`config.mk`:
```
export PLATFORM = sky130hd
export DESIGN_NAME = adpcmb_nibble_dec
export DESIGN_NICKNAME = d
export VERILOG_FILES = /design/src/rtl/adpcmb_nibble_dec.sv
export SDC_FILE = /design/constraint.sdc
export NUM_CORES = 1
export LEC_CHECK = 0
export BUFFER_PORTS_ARGS = -buffer_cell sky130_fd_sc_hd__buf_2
export CAP_MARGIN = 20
export CORE_MARGIN = 2
export CORE_UTILIZATION = 50
export DETAILED_ROUTE_END_ITERATION = 12
export GPL_ROUTABILITY_DRIVEN = 1
export HOLD_SLACK_MARGIN = 0.15
export PLACE_DENSITY_LB_ADDON = 0.05
export SYNTH_ARGS = -nofsm -noshare
export SYNTH_HDL_FRONTEND = slang
export SYNTH_SLANG_ARGS = --single-unit
```
`constraint.sdc`:
```
create_clock -name clk -period 13.87 [get_ports clk]
set_input_delay 4.161 -clock clk [delete_from_list [all_inputs] [get_ports clk]]
set_output_delay 4.161 -clock clk [all_outputs]
set_load 0.03 [all_outputs]
```
`src/rtl/adpcmb_nibble_dec.sv`:
```
// ADPCM-B (delta-T) nibble decoder: a five-state step/accumulate sequencer that
// turns one 4-bit code into a level-scaled, registered signed 16-bit PCM sample.
module adpcmb_nibble_dec #(
    parameter int STEP_MIN = 127,
    parameter int STEP_MAX = 24576
) (
    input  logic        rst_n,
    input  logic        clk,
    input  logic        cen,
    input  logic        adv,
    input  logic        clr_dec,
    input  logic        nibble_sel,
    input  logic [7:0]  data,
    input  logic [7:0]  level,
    output logic [15:0] pcm,
    output logic        pcm_valid,
    output logic        busy,
    output logic        ovr,
    output logic [2:0]  dbg_state
);

    // Handshake: a trigger (cen & adv & !clr_dec) is accepted only in IDLE; pcm_valid
    // is a single-clk strobe qualifying pcm, and there is no back-pressure.
    typedef enum logic [2:0] {
        IDLE  = 3'd0,
        DELTA = 3'd1,
        ACC   = 3'd2,
        STEP  = 3'd3,
        VOL   = 3'd4
    } state_t;

    localparam logic [14:0] STEP_MIN_C = 15'(STEP_MIN);
    localparam logic [14:0] STEP_MAX_C = 15'(STEP_MAX);
    localparam logic [16:0] STEP_MIN_W = 17'(STEP_MIN);
    localparam logic [16:0] STEP_MAX_W = 17'(STEP_MAX);

    state_t             state_q, state_d;
    logic signed [15:0] acc_q, acc_d;
    logic [14:0]        step_q, step_d;
    logic [3:0]         n_q, n_d;
    logic [7:0]         lvl_q, lvl_d;
    logic [15:0]        delta_q, delta_d;
    logic [15:0]        pcm_q, pcm_d;
    logic               pcm_valid_q, pcm_valid_d;
    logic               ovr_q, ovr_d;

    logic               trigger;
    logic [18:0]        delta_prod;
    logic signed [17:0] acc_sum;
    logic [7:0]         step_mul;
    logic [22:0]        step_prod;
    logic [16:0]        step_scaled;
    logic signed [24:0] acc_x, gain_x, vol_prod;

    always_comb begin
        unique case (n_q[2:0])
            3'd4:    step_mul = 8'd77;
            3'd5:    step_mul = 8'd102;
            3'd6:    step_mul = 8'd128;
            3'd7:    step_mul = 8'd153;
            default: step_mul = 8'd57;
        endcase
    end

    // Datapath products; each is consumed only in its own sequencer state.
    always_comb begin
        delta_prod  = 19'({n_q[2:0], 1'b1}) * 19'(step_q);
        acc_sum     = n_q[3] ? ({{2{acc_q[15]}}, acc_q} - {2'b00, delta_q})
                             : ({{2{acc_q[15]}}, acc_q} + {2'b00, delta_q});
        step_prod   = 23'(step_q) * 23'(step_mul);
        step_scaled = 17'(step_prod >> 6);
        acc_x       = {{9{acc_q[15]}}, acc_q};
        gain_x      = {16'd0, ({1'b0, lvl_q} + 9'd1)};
        vol_prod    = acc_x * gain_x;
    end

    assign trigger = cen & adv & ~clr_dec;

    always_comb begin
        state_d     = state_q;
        acc_d       = acc_q;
        step_d      = step_q;
        n_d         = n_q;
        lvl_d       = lvl_q;
        delta_d     = delta_q;
        pcm_d       = pcm_q;
        pcm_valid_d = 1'b0;
        ovr_d       = ovr_q;
        if (clr_dec) begin
            state_d = IDLE;
            acc_d   = '0;
            step_d  = STEP_MIN_C;
            pcm_d   = '0;
            ovr_d   = 1'b0;
        end else begin
            if (trigger && state_q != IDLE) begin
                ovr_d = 1'b1;
            end
            unique case (state_q)
                IDLE: begin
                    if (trigger) begin
                        n_d     = nibble_sel ? data[3:0] : data[7:4];
                        lvl_d   = level;
                        state_d = DELTA;
                    end
                end
                DELTA: begin
                    delta_d = 16'(delta_prod >> 3);
                    state_d = ACC;
                end
                ACC: begin
                    if (acc_sum > 18'sd32767) begin
                        acc_d = 16'sh7fff;
                    end else if (acc_sum < -18'sd32768) begin
                        acc_d = 16'sh8000;
                    end else begin
                        acc_d = acc_sum[15:0];
                    end
                    state_d = STEP;
                end
                STEP: begin
                    if (step_scaled < STEP_MIN_W) begin
                        step_d = STEP_MIN_C;
                    end else if (step_scaled > STEP_MAX_W) begin
                        step_d = STEP_MAX_C;
                    end else begin
                        step_d = step_scaled[14:0];
                    end
                    state_d = VOL;
                end
                VOL: begin
                    pcm_d       = 16'(vol_prod >>> 8);
                    pcm_valid_d = 1'b1;
                    state_d     = IDLE;
                end
                default: state_d = IDLE;
            endcase
        end
    end

    always_ff @(posedge clk or negedge rst_n) begin
        if (!rst_n) begin
            state_q     <= IDLE;
            acc_q       <= '0;
            step_q      <= STEP_MIN_C;
            n_q         <= '0;
            lvl_q       <= '0;
            delta_q     <= '0;
            pcm_q       <= '0;
            pcm_valid_q <= 1'b0;
            ovr_q       <= 1'b0;
        end else begin
            state_q     <= state_d;
            acc_q       <= acc_d;
            step_q      <= step_d;
            n_q         <= n_d;
            lvl_q       <= lvl_d;
            delta_q     <= delta_d;
            pcm_q       <= pcm_d;
            pcm_valid_q <= pcm_valid_d;
            ovr_q       <= ovr_d;
        end
    end

    assign pcm       = pcm_q;
    assign pcm_valid = pcm_valid_q;
    assign busy      = (state_q != IDLE);
    assign ovr       = ovr_q;
    assign dbg_state = state_q;

endmodule

```
### Yosys cells after proc, flatten, opt, wreduce, memory -nomap -nowiden

Index checks and enable logic that the tools add are counted.

* word-level logic and storage cells: 60
* output and inout port bits: 22
* register bits: 80
* input port bits: 22

* magnitude comparators: 4
* $add $sub $neg: 3
* mux-type cells: 20
* bitwise logic cells: 3
* equality and inequality tests: 9
* reduce and logical (&&, ||, !) cells: 9
* multiply operators: 3

Operators with widths (count)
* $mux W16: 6
* $mux W15: 4
* $pmux W8 S4: 1
* $mul A16 B10 Y24: 1
* $mul A15 B8 Y23: 1
* $mul A4 B15 Y19: 1
* $add A16 B17 Y18: 1
* $gt A18 B16 Y1 const B: 1
* $lt A18 B16 Y1 const B: 1
* $mux W18: 1
* $sub A16 B17 Y18: 1
* $gt A17 B15 Y1 const B: 1
* $lt A17 B7 Y1 const B: 1
* $eq A3 B3 Y1 const B: 5
* $pmux W3 S4: 1
* $add A8 B1 Y9 const B: 1
* $reduce_bool A2 Y1: 4
* $eq A3 B2 Y1 const B: 2
* $mux W3: 2
* $mux W1: 4
* $mux W4: 1
* $eq A3 B1 Y1 const B: 1
* $logic_not A3 Y1: 1
* $ne A3 B3 Y1 const B: 1
* 6 further kinds: 7

### Longest topological paths before layout

Gate-level depths: netlist of run 1.

* depth after elaboration: 8
* gate-level depth with buffers: 25
* gate-level depth less buffers: 23

### Least setup slack after synthesis of run 1

OpenSTA, ideal clock, no wires.

* path kind: reg-to-reg
* from: register lvl_q[0]
* to: register pcm_q[15] (netlist: pcm[15])
* stages on the path, launching flop included: 22
* library setup time: 0.121 ns
* data required time: 13.749 ns
* data arrival time: 5.910 ns
* path slack: 7.839 ns
* period minus slack after synthesis: 6.031 ns
* buffers on the path: 1
* cells stage by stage: dfrtp_1 > ha_1 > nand3_1 > nor2_1 > xnor2_1 > clkbuf_1 > nand2b_1 > fa_1 > fa_1 > inv_1 > fa_1 > fa_1 > fa_1 > ha_1 > o21a_1 > o2111ai_1 > o2bb2ai_1 > a211oi_1 > o31ai_2 > o2111ai_1 > xnor2_1 > a22o_1

* word-level cells in the longest chain between the ends: 4

Ends and longest elaborated chain
* from (decl): RTL line 41 `logic [7:0] lvl_q, lvl_d;`
* from (signal assigned): RTL line 157 `lvl_q <= lvl_d;`
* $add A8 B1 Y9: RTL line 73 `gain_x = {16'd0, ({1'b0, lvl_q} + 9'd1)};`
* $mul A16 B10 Y24: RTL line 74 `vol_prod = acc_x * gain_x;`
* $mux W16: RTL line 99 `unique case (state_q)`
* $mux W16: RTL line 89 `if (clr_dec) begin`
* to (signal assigned): RTL line 159 `pcm_q <= pcm_d;`
* to (decl): RTL line 43 `logic [15:0] pcm_q, pcm_d;`

No other way between the ends. The select of a mux whose other input is x is not followed.
A chain may end at the register's enable or synchronous reset.

### Final worst setup path of run 1

* from: register n_q[2]
* to: register step_q[3]

* word-level cells in the longest chain between the ends: 8

Ends and longest elaborated chain
* from (decl): RTL line 40 `logic [3:0] n_q, n_d;`
* from (signal assigned): RTL line 156 `n_q <= n_d;`
* $eq A3 B3 Y1: RTL line 56 `unique case (n_q[2:0])`
* $pmux W8 S4 *: RTL line 56
* $mul A15 B8 Y23 *: RTL line 70 `step_prod = 23'(step_q) * 23'(step_mul);`
* $gt A17 B15 Y1: RTL line 124 `end else if (step_scaled > STEP_MAX_W) begin`
* $mux W15: RTL line 124
* $mux W15 *: RTL line 122 `if (step_scaled < STEP_MIN_W) begin`
* $mux W15 *: RTL line 99
* $mux W15 *: RTL line 89
* to (signal assigned): RTL line 155 `step_q <= step_d;`
* to (decl): RTL line 39 `logic [14:0] step_q, step_d;`

Every way passes the cells marked *; elsewhere a longest branch is shown, timed or not. The select of a mux whose other input is x is not followed.

==> impl_metrics.json, run 1 <==
{
  "io_pins": 44,
  "finalSetupViolCount": 0,
  "antenna_found_initial": 0,
  "grt_remaining_overflow": 0,
  "hp-start": "pcm[9]$_DFFE_PN0P_",
  "yosysUniqueCellTypes": 78,
  "synth.area.top_cells": "fa_1, dfrtp_1, ha_1, inv_1, nand2_1",
  "crit_path_start": "n_q[2]$_DFFE_PN0P_",
  "wl_per_cell_um": 16.93,
  "h-tree-depth": 3,
  "setup-tns-final_ns": 0,
  "timing.critical_path.fanout_max": 36,
  "clkSlewWorstSetupHoldPaths_ns": 0.07,
  "ctsResizeCount": 0,
  "path_class": "reg -> reg",
  "synth.top_cell.area_share_pct": 29.63,
  "dieArea_um2": 30570,
  "finalWorstSetupSlack_ns": 7.036,
  "cp.arrival_ns": 7.13,
  "synth_nets": 2022,
  "grt_pass1_vias": 10970,
  "fin_crit_sh_pct": 49.28,
  "start_kind": "register",
  "ant_nets": 0,
  "grt.total_usage_pct": 23.76,
  "yosysWarnings": 0,
  "root_buffer": "clkbuf_16",
  "worst_pin_slew_ns": 1.077,
  "initial_core_util_pct": 50.85,
  "period_needed_ns": 6.834,
  "coreArea_um2": 28700,
  "diodes": 0,
  "synth_edf_count": 0,
  "portBuffers": 43,
  "regToRegStartpoint": "n_q[2]$_DFFE_PN0P_",
  "clock-skew-final_ns": 0.009186,
  "maxCapViolCount": 0,
  "cp-end-kind": "register",
  "worstPathRequired_ns": 14.16,
  "drv_slew": 0,
  "hp-class": "reg -> reg",
  "rsz0062_at_grt": "no",
  "wl_um": 34470,
  "vias": 10920,
  "fin_util_pct": 53.73,
  "dieHeight_um": 174.8,
  "pre_cts_ws_ns": 6.697,
  "ys.flop_type": "dfrtp_1",
  "cts_tree": "done",
  "ys_ff_latch": 80,
  "slew_headroom_pct": 27.96,
  "place_congestion": 0.8288,
  "postCtsHoldBufs": 0,
  "timing.fmax_mhz": 146.3,
  "clk_latency_ns": 0.36,
  "dp_hpwl_um": 27980,
  "syn2layout_area_growth_pct": 5.676,
  "grt_start_max_net_pins": 52,
  "rows": 62,
  "synthTopCellsByCount": "inv_1, fa_1, nand2_1",
  "firstDrtPassIters": 5,
  "synth.largest_area_cell": "fa_1",
  "syn_area_per_cell_um2": 8.834,
  "clock-sinks": 80,
  "syn_area_um2": 14590,
  "seq_area_frac_synth_pct": 13.78,
  "yosysMostFrequentCell": "inv_1",
  "status": "finished clean",
  "drive_above_1_share_pct": 6.659,
  "cts_buffer_depth": 2,
  "synth-async-reset-ratio_pct": 100.0,
  "fin_nets": 2017,
  "die_w_um": 174.8,
  "hold_viol": 0,
  "numCtsBuffers": 9,
  "drc": 0,
  "drtIter0Drc": 629,
  "synth_cells": 1652,
  "grt_pass1_wl_um": 57840,
  "cts_setup_buffers": 0,
  "via_per_inst": 5.363
}
-- layout make-up --
class / instances / area (µm²)
Sequential cell: 80 / 2011
Clock inverter: 5 / 63.81
Tap cell: 384 / 480.5
Multi-Input combinational cell: 1230 / 11290
Timing Repair Buffer: 56 / 315.3
Inverter: 270 / 1013
Clock buffer: 11 / 252.7
Fill cell: 2751 / 13280
-- cells in the final DEF, fill, tap and decap left out, drive strengths merged, types with 17 or more instances in the layout --
master / n
nor2: 80
buf: 56
a21o: 21
a21oi: 65
nand2: 171
xnor2: 55
inv: 271
nor2b: 89
xor2: 26
nand3: 25
o21ai: 66
nand2b: 17
fa: 216
and3: 25
and2: 63
dfrtp: 73
ha: 132
nor3: 22
-- critical path, stage by stage (launching register included) --
cell,delay [ns]
dfrtp_1,0.98
nand2_1,0.54
and2_1,0.38
fa_1,0.49
inv_1,0.05
fa_1,0.47
inv_1,0.06
fa_1,0.55
inv_1,0.06
fa_1,0.54
inv_1,0.04
ha_1,0.33
o21ai_1,0.18
o21ai_2,0.14
nand4_1,0.16
a21oi_1,0.10
o31ai_1,0.34
mux2i_1,0.40
nand2_1,0.17
o41ai_4,0.56
a2bb2oi_1,0.22
-- per-stage QoR --
stage,cells,hold slack (ns),area (µm²)
after floorplan,1652,0.4922,14590
after global placement,2019,0.4639,15100
after detailed placement,2019,0.4731,15100
after CTS,2035,0.4878,15410
after global routing,2036,0.5082,15420
final,2036,0.4855,15420
-- path summary, 6_finish.rpt --
check                                         to  slack, ns  depth (start not counted)
max                        step_q[3]$_DFFE_PN1P_       7.04                         20
min in group asynchronous   acc_q[2]$_DFFE_PN0P_       3.77                          1
max in group asynchronous    pcm[15]$_DFFE_PN0P_       9.07                          2
max reg2reg                step_q[3]$_DFFE_PN1P_       7.04                         20
min                           pcm[9]$_DFFE_PN0P_       0.49                          2
min reg2reg                   pcm[9]$_DFFE_PN0P_       0.49                          2
-- state kept, by name (all words and copies together) (netlist names) --
signal and cells:
ovr 1, step_q 15, pcm_valid 1, pcm 16
lvl_q 8, acc_q 16, dbg_state 3, n_q 4
delta_q 16
-- per-layer routing --
| metal | vias to the layer above | share of wire, % | GRT usage [%] |
|---|---|---|---|
| li1 | 5284 | - | - |
| met4 | 0 | 1.0 | 3.958 |
| met5 | - | 0 | 0 |
| met3 | 21 | 2.7 | 2.480 |
| met1 | 5479 | 47 | 33.65 |
| met2 | 136 | 49 | 40.20 |
-- kinds of logic after synthesis --
family / after synthesis / share of synthesized area [%]
adders and majority gates: 348 / 40.95
DFF: 80 / 13.78
xor gates and xnor gates: 82 / 5.015
AOI/OAI and AO/OA: 243 / 11.23
muxes: 17 / 1.243
and+or+nand+nor: 540 / 18.90
buffers and inverters: 342 / 8.891
Power of run 1 is not shown: default switching activity piles up to over one toggle a cycle in this logic, so the estimate is an artifact.
==> run 2: changes to the inputs <==
Clock period 13.87 ns to 6.1 ns, I/O delays scaled along.
==> impl_metrics.json, run 2 (synthesized netlist as in run 1, its figures left out) <==
{
  "syn2layout_area_growth_pct": 10.12,
  "drive_above_1_share_pct": 11.90,
  "ff2ff_setup_slack_ns": 0.22,
  "root_buffer": "clkbuf_16",
  "timing.critical_path.fanout_max": 5,
  "vias": 11180,
  "hold_viol": 0,
  "finalSetupViolCount": 0,
  "die_w_um": 174.8,
  "path_cells": "ha_2, nand3_2, nor2_2, xnor2_2, buf_6, nor2b_1, fa_1, fa_1, inv_1, fa_1, inv_1, fa_1, fa_1, ha_4, a21oi_2, nor2b_1, nor3_2, o2bb2ai_2, a211oi_2, or3_1, a21oi_1, xor2_1, o21ai_1",
  "firstDrtPassIters": 5,
  "critPathSlowestCell": "fa_1",
  "hp-class": "reg -> reg",
  "rows": 62,
  "clock-sinks": 80,
  "place_congestion": 0.8384,
  "grt.total_usage_pct": 24.93,
  "wl_per_cell_um": 17.26,
  "layout_common_cells": "inv_1, fa_1, nand2_1",
  "clkSlewWorstSetupHoldPaths_ns": 0.07,
  "cp-end-kind": "register",
  "status": "finished clean",
  "hp-start": "pcm[12]$_DFFE_PN0P_",
  "cp.arrival_ns": 6.12,
  "ant_nets": 0,
  "multi_input_area_um2": 11420,
  "maxCapViolCount": 0,
  "drv_slew": 0,
  "worstPathRequired_ns": 6.34,
  "start_kind": "register",
  "portBuffers": 43,
  "grt_remaining_overflow": 0,
  "dieHeight_um": 174.8,
  "setup-tns-final_ns": 0,
  "grt_pass1_wl_um": 60550,
  "clock-skew-final_ns": 0.01004,
  "antenna_found_initial": 0,
  "cts_tree": "done",
  "critPathCapture": "pcm[11]$_DFFE_PN0P_",
  "slew_headroom_pct": 42.24,
  "regToRegStartpoint": "lvl_q[1]$_DFFE_PN0P_",
  "cts_buffer_depth": 2,
  "h-tree-depth": 3,
  "period_needed_ns": 5.879,
  "clk_latency_ns": 0.36,
  "r2r_end": "pcm[11]$_DFFE_PN0P_",
  "path_class": "reg -> reg",
  "dieArea_um2": 30570,
  "layout_commonest_cell": "inv_1",
  "wl_um": 36220,
  "grt_start_max_net_pins": 54,
  "worst_pin_slew_ns": 0.8638,
  "crit_path_start": "lvl_q[1]$_DFFE_PN0P_",
  "io_pins": 44,
  "dp_hpwl_um": 29810,
  "numCtsBuffers": 9,
  "initial_core_util_pct": 50.85,
  "timing.fmax_mhz": 170.1,
  "grt_pass1_vias": 11370,
  "drtIter0Drc": 571,
  "fin_nets": 2080,
  "via_per_inst": 5.328,
  "ff_latch_area_um2": 2016,
  "n_fill_cell": 2713,
  "crit_path_max_incr_delay_ns": 0.60,
  "fin_crit_sh_pct": 96.38,
  "diodes": 0,
  "drc": 0,
  "coreArea_um2": 28700,
  "cp_common_cell": "fa_1",
  "reg2reg_depth": 23
}
run 2: per-stage QoR:
stage	instance area, µm²	util, %	hold WS [ns]	instances	setup slack (ns)
2_1_floorplan	14590	-	0.4922	1652	0.06864
3_3_place_gp	15530	54.11	0.4623	2075	0.1219
3_5_place_dp	15540	54.14	0.4692	2076	0.001526
4_1_cts	15860	55.25	0.4888	2092	0.03398
5_1_grt	16070	55.99	0.5133	2099	-0.08208
6_report	16070	55.99	0.4868	2099	0.2209
run 2: layout make-up:
| type | instances | share of cell area [%] |
|---|---|---|
| multi-input combinational | 1230 | 71.05 |
| tap | 384 | 2.990 |
| sequential | 80 | 12.54 |
| clock inverter | 7 | 0.5450 |
| clock buffer | 9 | 1.401 |
| inverter | 270 | 6.306 |
| timing repair buffer | 119 | 5.162 |
run 2: worst min path at each step:
stage	end	slack, ns	cells past startpoint
2_1_floorplan	delta_q[11]$_DFFE_PN0P_	0.49	2
3_3_place_gp	pcm[9]$_DFFE_PN0P_	0.46	2
3_5_place_dp	pcm[5]$_DFFE_PN0P_	0.47	2
4_1_cts	pcm[5]$_DFFE_PN0P_	0.49	2
5_1_grt	pcm[5]$_DFFE_PN0P_	0.51	2
6_report	pcm[12]$_DFFE_PN0P_	0.49	2
run 2: metal layers:
layer  GRT usage, %  routed length (µm)  vias up
li1               -                   -     5411
met5              0                   0        -
met4          4.826                 411        0
met3          2.850                1247       21
met2          39.94               17200      173
met1          36.79               17360     5579
run 2: worst max-delay path, delay by kind of cell, from the launching register on:
kind	cells	cell delay [ns]
buffers and inverters	3	0.27
XOR/XNOR	2	0.31
AND/OR/NAND/NOR	6	1.08
AO/OA/AOI/OAI	5	0.63
flip-flops	1	0.40
adder cells (fa/ha/maj)	7	3.04
run 2: timing repair:
action                     4_1_cts  5_1_grt
setup endpoints to repair        1       21
pin swaps                        0        9
cloned                           0        1
buffers inserted                 0        5
resized for setup                1       39
hold buffers                     0        0
Power of run 2 is left out for the same reason.
==> run 3: changes to the inputs <==
Settings changed: CORE_UTILIZATION 50 to 40.
==> impl_metrics.json, run 3 (synthesized netlist as in run 1, its figures left out) <==
{
  "wl_um": 37240,
  "diodes": 0,
  "finalWorstSetupSlack_ns": 0.2565,
  "clk_latency_ns": 0.38,
  "via_per_inst": 5.093,
  "clock-sinks": 80,
  "io_pins": 44,
  "timing.critical_path.fanout_max": 5,
  "hp-class": "reg -> reg",
  "slew_headroom_pct": 23.78,
  "clock-skew-final_ns": 0.01510,
  "hold_viol": 0,
  "grt_start_max_net_pins": 43,
  "cts_tree": "done",
  "h-tree-depth": 3,
  "root_buffer": "clkbuf_16",
  "drtIter0Drc": 526,
  "status": "finished clean",
  "fin_nets": 2089,
  "antenna_found_initial": 1,
  "worstPathRequired_ns": 6.35,
  "period_needed_ns": 5.843,
  "wl_per_cell_um": 17.04,
  "n_fill_cell": 3571,
  "cp-end-kind": "register",
  "setup-tns-final_ns": 0,
  "layout_common_cells": "inv_1, fa_1, nand2_1",
  "die_w_um": 195.0,
  "hold-worst-slack_ns": 0.4855,
  "syn2layout_area_growth_pct": 11.77,
  "grt.total_usage_pct": 20.51,
  "dieArea_um2": 38030,
  "worst_pin_slew_ns": 1.139,
  "timing.fmax_mhz": 171.1,
  "dieHeight_um": 195.0,
  "dp_hpwl_um": 30580,
  "clkSlewWorstSetupHoldPaths_ns": 0.07,
  "start_kind": "register",
  "cts_buffer_depth": 2,
  "grt_pass1_wl_um": 61470,
  "placed_area_um2": 15630,
  "layout_commonest_cell": "inv_1",
  "place_congestion": 0.8241,
  "rows": 69,
  "pre_cts_ws_ns": -0.2411,
  "ant_nets": 0,
  "coreArea_um2": 35740,
  "finalSetupViolCount": 0,
  "path_class": "reg -> reg",
  "cp.arrival_ns": 6.09,
  "drc": 0,
  "numCtsBuffers": 9,
  "vias": 11130,
  "drv_slew": 0,
  "portBuffers": 43,
  "grt_pass1_vias": 11320,
  "postCtsHoldBufs": 0,
  "final_area_um2": 16310,
  "firstDrtPassIters": 7,
  "maxCapViolCount": 0,
  "fin_crit_sh_pct": 95.79,
  "drive_above_1_share_pct": 12.65,
  "initial_core_util_pct": 40.83,
  "grt_remaining_overflow": 0
}
run 3: cell count changes in the layout (fill, tap and decap cells not counted), moves of 3 or more:
| cell | delta |
|---|---|
| buf_4 | +7 |
| nor2_1 | +3 |
| nor2_2 | -3 |
| nor2b_1 | -6 |
| nor2b_2 | +6 |
run 3: stage by stage:
step | util, % | instances
floorplan | - | 1652
global placement | 43.74 | 2151
detailed placement | 43.74 | 2151
CTS | 44.62 | 2168
global route | 45.64 | 2185
finish | 45.64 | 2185
run 3: timing repair:
item / 4_1_cts / 5_1_grt
gates cloned: 0 / 3
gates resized for setup: 2 / 52
buffers inserted: 1 / 14
pin swaps: 1 / 13
endpoints found under the setup margin: 7 / 20
run 3: critical path, stage by stage (launching register included):
cell	delay (ns)
dfrtp_1	0.38
buf_4	0.14
and3_1	0.17
nand3_1	0.11
buf_4	0.15
xor2_4	0.18
buf_6	0.17
nand2b_1	0.13
fa_1	0.45
fa_1	0.49
inv_1	0.05
fa_1	0.57
fa_1	0.46
fa_1	0.61
ha_4	0.23
o21a_1	0.20
o2111ai_2	0.21
o2bb2ai_2	0.16
a211oi_2	0.08
or3_4	0.41
a21oi_2	0.16
xor2_1	0.15
o21ai_1	0.07
run 3: per-layer routing:
layer	up-vias	track usage, %	wire length (µm)
met5	-	0	13
met4	2	4.806	554
met3	30	1.883	1057
met2	139	32.92	17400
met1	5537	29.99	18210
li1	5421	-	-
run 3: final cells by class:
cell class              count  area (µm²)  area share [%]
multi-input cells        1230       11500           70.52
flip-flops and latches     80        2014           12.35
inverters                 270        1013           6.213
repair buffers            128       912.1           5.592
well taps                 461       576.8           3.536
clock buffers              10       239.0           1.465
clock inverters             6       52.55          0.3222
run 3: worst paths after layout:
path                                      startpoint                   to  slack [ns]  cells past startpoint
worst max register to register  lvl_q[0]$_DFFE_PN0P_  pcm[11]$_DFFE_PN0P_        0.26                     22
min in group asynchronous                      rst_n   pcm[0]$_DFFE_PN0P_        1.46                      1
max in group asynchronous                      rst_n   n_q[0]$_DFFE_PN0P_        3.63                      2
worst min register to register   pcm[14]$_DFFE_PN0P_  pcm[14]$_DFFE_PN0P_        0.49                      2
worst max-delay path            lvl_q[0]$_DFFE_PN0P_  pcm[11]$_DFFE_PN0P_        0.26                     22
worst min-delay path             pcm[14]$_DFFE_PN0P_  pcm[14]$_DFFE_PN0P_        0.49                      2
Power of run 3 is left out for the same reason.
